File: src/rtl/mem_stage.sv
// Memory stage: holds one op, waits MEM_WAIT cycles for loads/stores, then
// performs the data-memory access and registers the register-file write.
module mem_stage #(
  parameter int unsigned ADDR_W   = 5,
  parameter int unsigned MEM_WAIT = 1
) (
  input  logic        clk,
  input  logic        rst,
  input  logic        in_valid,
  output logic        in_ready,
  input  logic [31:0] alu_res,
  input  logic [31:0] write_data,
  input  logic [4:0]  write_reg,
  input  logic        reg_wrenable,
  input  logic        mem_wrenable,
  input  logic        mem_to_reg,
  input  logic        is_link,
  input  logic        flush,
  output logic        wb_valid,
  output logic        wb_enable,
  output logic [4:0]  wb_reg,
  output logic [31:0] wb_data,
  output logic        fwd_valid,
  output logic [4:0]  fwd_reg,
  output logic [31:0] fwd_data,
  output logic        load_pending
);

  localparam int unsigned DEPTH = 1 << ADDR_W;

  typedef enum logic {IDLE = 1'b0, BUSY = 1'b1} state_t;

  state_t             state;
  state_t             state_nxt;
  logic [2:0]         cnt;
  logic [31:0]        h_alu;
  logic [31:0]        h_wdata;
  logic [4:0]         h_wreg;
  logic               h_regwe;
  logic               h_memwe;
  logic               h_m2r;
  logic               h_link;
  logic               capture;
  logic               complete;
  logic [ADDR_W-1:0]  addr;
  logic [31:0]        mem [DEPTH];

  assign capture  = in_valid && in_ready && !flush;
  assign complete = (state == BUSY) && (cnt == 3'd0) && !flush;
  assign addr     = h_alu[ADDR_W-1:0];

  // State register
  always_ff @(posedge clk) begin
    if (rst) state <= IDLE;
    else     state <= state_nxt;
  end

  // Next state: flush beats a capture, a capture beats a plain completion
  always_comb begin
    state_nxt = state;
    if (flush)         state_nxt = IDLE;
    else if (capture)  state_nxt = BUSY;
    else if (complete) state_nxt = IDLE;
  end

  // Handshake, forwarding and hazard outputs from the held op
  always_comb begin
    in_ready     = (state == IDLE) || (cnt == 3'd0);
    fwd_valid    = (state == BUSY) && h_regwe && !h_m2r && (h_wreg != 5'd0);
    fwd_reg      = h_wreg;
    fwd_data     = h_link ? h_wdata : h_alu;
    load_pending = (state == BUSY) && h_m2r;
  end

  // Held op and wait counter
  always_ff @(posedge clk) begin
    if (rst) begin
      cnt     <= 3'd0;
      h_alu   <= '0;
      h_wdata <= '0;
      h_wreg  <= '0;
      h_regwe <= 1'b0;
      h_memwe <= 1'b0;
      h_m2r   <= 1'b0;
      h_link  <= 1'b0;
    end else if (flush) begin
      cnt <= 3'd0;
    end else if (capture) begin
      cnt     <= (mem_wrenable || mem_to_reg) ? 3'(MEM_WAIT) : 3'd0;
      h_alu   <= alu_res;
      h_wdata <= write_data;
      h_wreg  <= write_reg;
      h_regwe <= reg_wrenable;
      h_memwe <= mem_wrenable;
      h_m2r   <= mem_to_reg;
      h_link  <= is_link;
    end else if ((state == BUSY) && (cnt != 3'd0)) begin
      cnt <= cnt - 3'd1;
    end
  end

  // Memory access and write-back register; a load sees the pre-write word
  always_ff @(posedge clk) begin
    if (rst) begin
      for (int unsigned i = 0; i < DEPTH; i++) mem[i] <= '0;
      wb_valid  <= 1'b0;
      wb_enable <= 1'b0;
      wb_reg    <= '0;
      wb_data   <= '0;
    end else begin
      wb_valid  <= complete;
      wb_enable <= complete && h_regwe && (h_wreg != 5'd0);
      if (complete) begin
        wb_reg  <= h_wreg;
        wb_data <= h_m2r ? mem[addr] : (h_link ? h_wdata : h_alu);
        if (h_memwe) mem[addr] <= h_wdata;
      end
    end
  end

endmodule

File: config.mk
export PLATFORM = sky130hd
export DESIGN_NAME = mem_stage
export DESIGN_NICKNAME = d
export VERILOG_FILES = /design/src/rtl/mem_stage.sv
export SDC_FILE = /design/constraint.sdc
export NUM_CORES = 2
export LEC_CHECK = 0
export CORE_UTILIZATION = 55
export CTS_BUF_LIST = sky130_fd_sc_hd__clkbuf_16
export CTS_CLUSTER_SIZE = 10
export DETAILED_ROUTE_END_ITERATION = 10
export PLACE_DENSITY = 0.79
export SKIP_LAST_GASP = 1
export SLEW_MARGIN = 10
export SYNTH_ARGS = -nofsm -noshare
export SYNTH_HDL_FRONTEND = slang
export SYNTH_SLANG_ARGS = --single-unit
File: constraint.sdc
create_clock -name clk -period 3.4 [get_ports clk]
set_clock_uncertainty 0.2 [all_clocks]
set_input_delay 0.68 -clock clk [delete_from_list [all_inputs] [get_ports clk]]
set_output_delay 0.68 -clock clk [all_outputs]
set_load 0.005 [all_outputs]
==> flow_summary.ini <==
[outcome]
status = completed

[sta]
finalSetupViolCount = 0
period_needed_ns = 3.32
whs_ns = 0.248
finalSetupTns_ns = 0
maxSlewViolCount = 0
min_period_over_period_pct = 97.8
hold_viol_final = 0
setup_slack_ns = 0.0756
rsz0062_at_grt = no
relSlewSlack_pct = 40.1
clock.fmax_ghz = 0.301
tightest_slew_ns = 0.899

[clock_tree]
cts_resized = 0
cts-root-buf = clkbuf_16
cts_buffer_depth = 3
hold_buffers = 0
htreeDepth = 4
tritoncts = yes
clkTransAtPathRegs_ns = 0.05
cts_buffers = 133
clkSinkCount = 1145
post_cts_buffers = 0
worstSkewPairLatency_ns = 0.71

[placement]
place_hpwl_microns = 83500
place_ws_ns = 0.210
gp_congestion = 0.848
place_area_sq_um = 54900
io_buffers = 155

[hold_path]
min_path_type = reg -> reg

[synthesis]
ys.flop_type = edfxtp_1
synth.distinct_cells = 43
synth_top_area_cell = edfxtp_1
yosysMostFrequentCell = and2_1
synthCells = 3740
ys_warn_count = 0
ys_top_cells_by_area = edfxtp_1 60%, and2_1 12%, mux2i_1 7.6%, dfxtp_1 4.7%, mux4_2 2.8%
avgSynthCellArea_sq_um = 13.7
ys_ff_latch = 1145
synth_edf_count = 1024
synth_area_sq_um = 51400
yosys-top-cells-count = 1026 x and2_1, 1024 x edfxtp_1, 389 x mux2i_1
syn-num-nets = 3819
synthArstFlopShare_pct = 0
ys_seq_area_share_pct = 64.6
netlist.area_leader.share_pct = 59.9

[power_and_ir_drop]
ir_worst_vdd_mv = 0.420
power.density_nw_per_um2 = 520
p_leak_nw = 21.1

[critical_path]
required_ns = 2.52
end_kind = output port
cp_max_fo = 7
start_kind = register
crit_arrival_ns = 2.44
worstSetupPathType = reg -> out

[drt]
post-route-drc-count = 0
dr.pass1.iters = 6
wirelength_microns = 133000
drt-wirelength-per-cell_microns = 25.6
initialDrtViolationCount = 3509
num_vias = 31600
via_per_inst = 6.10
antenna_left = 0

[floorplan]
dieWidth_microns = 308
rows = 111
start_util_pct = 55.8
die_h_microns = 308
die-area_sq_um = 94600
ioPinCount = 156
core_sq_um = 92100

[final_layout]
top_register = mem
area_growth_pct = 14.3
largest_reg_flops = 1024
stdcell_area_sq_um = 58700
seq_area_sq_um = 33200
diodes = 0
final_net_count = 3926
drive_gt1_share_pct = 12.8
nFillCells = 6373
multi_input_area_sq_um = 16700

[global_routing]
first_global_vias = 31000
globalRouteTotalUtil_pct = 28.3
grt_max_degree = 116
grt_pass1_wl_microns = 198000
gr-total-overflow = 0
antenna_found_initial = 3

[job]
maxCapViolations = 0
==> where the power goes <==
group          switching, mW  internal [mW]  leakage (nW)
Sequential             0.166           15.7          11.6
Clock                   5.36           7.17          2.11
Combinational           1.32          0.774          7.45
Total                   6.85           23.7          21.1
==> cells by family (layout without fill, tap and decap cells) <==
group | Yosys count | count (layout) | share of synthesized area (%)
AND/OR/NAND/NOR | 1311 | 1311 | 15.1
flip-flops | 1145 | 1145 | 64.6
multiplexers | 485 | 485 | 11.1
AO/OA/AOI/OAI | 431 | 431 | 6.09
buffers and inverters | 365 | 556 | 3.03
adder cells (fa/ha/maj) | 2 | 2 | 0.0487
XOR/XNOR | 1 | 1 | 0.0171
==> through the flow <==
step                cells  utilization [%]  power (mW)
global placement     4955             59.6        18.2
floorplan            3740                -        17.3
CTS                  5174             63.8        30.6
detailed placement   4955             59.6        18.2
finish               5174             63.8        30.5
global route         5174             63.8        31.3
==> worst max-delay path, stage by stage, from the launching register on <==
cell,delay (ns)
dfxtp_1,0.30
inv_1,0.11
ha_1,0.23
inv_1,0.06
o21ai_1,0.43
clkdlybuf4s50_1,0.62
==> worst paths after layout <==
path / start / endpoint / slack, ns / cells after the start
setup / recovery: cnt[0]$_SDFFE_PP0P_ / in_ready / 0.08 / 5
setup reg to reg: register / wb_data[25]$_SDFFE_PP0N_ / 0.45 / 6
hold reg to reg: h_alu[9]$_SDFFE_PP0P_ / h_alu[9]$_SDFFE_PP0P_ / 0.25 / 2
hold / removal: h_alu[9]$_SDFFE_PP0P_ / h_alu[9]$_SDFFE_PP0P_ / 0.25 / 2
==> cell usage in the layout (no fill, tap or decap), types with 3 or more instances in the layout <==
cell type,n
a22oi_1,96
clkdlybuf4s50_1,154
clkbuf_16,136
and2_1,1025
clkinv_8,3
a22o_1,64
or3b_2,3
o22ai_1,32
nand2b_1,3
nor2_2,32
a211oi_1,33
dfxtp_1,117
nand3b_1,4
mux2_2,32
a221oi_1,64
nor2_1,8
or2_2,33
a21oi_1,105
inv_1,75
o41ai_1,32
buf_12,42
inv_6,9
nand2_1,150
nor2b_1,32
nor2b_4,3
edfxtp_1,1024
nor3_1,4
buf_4,136
mux4_2,64
mux2i_1,389
==> metal layers <==
layer  track usage (%)  vias to the layer above  part of all wire [%]
li1                  -                    13800                     -
met1              39.9                    15900                    40
met2              44.9                     1657                    47
met3              5.51                      234                    10
met4              8.53                        2                   2.6
met5                 0                        -                0.0098
==> layout make-up <==
type / instances / area share [%]
clock buffer: 136 / 5.80
inverter: 5 / 0.0320
clock inverter: 83 / 0.671
timing repair buffer: 332 / 5.80
tap: 1243 / 2.65
sequential: 1145 / 56.5
multi-input combinational: 2230 / 28.5
Power figures use the tool's default switching activity.
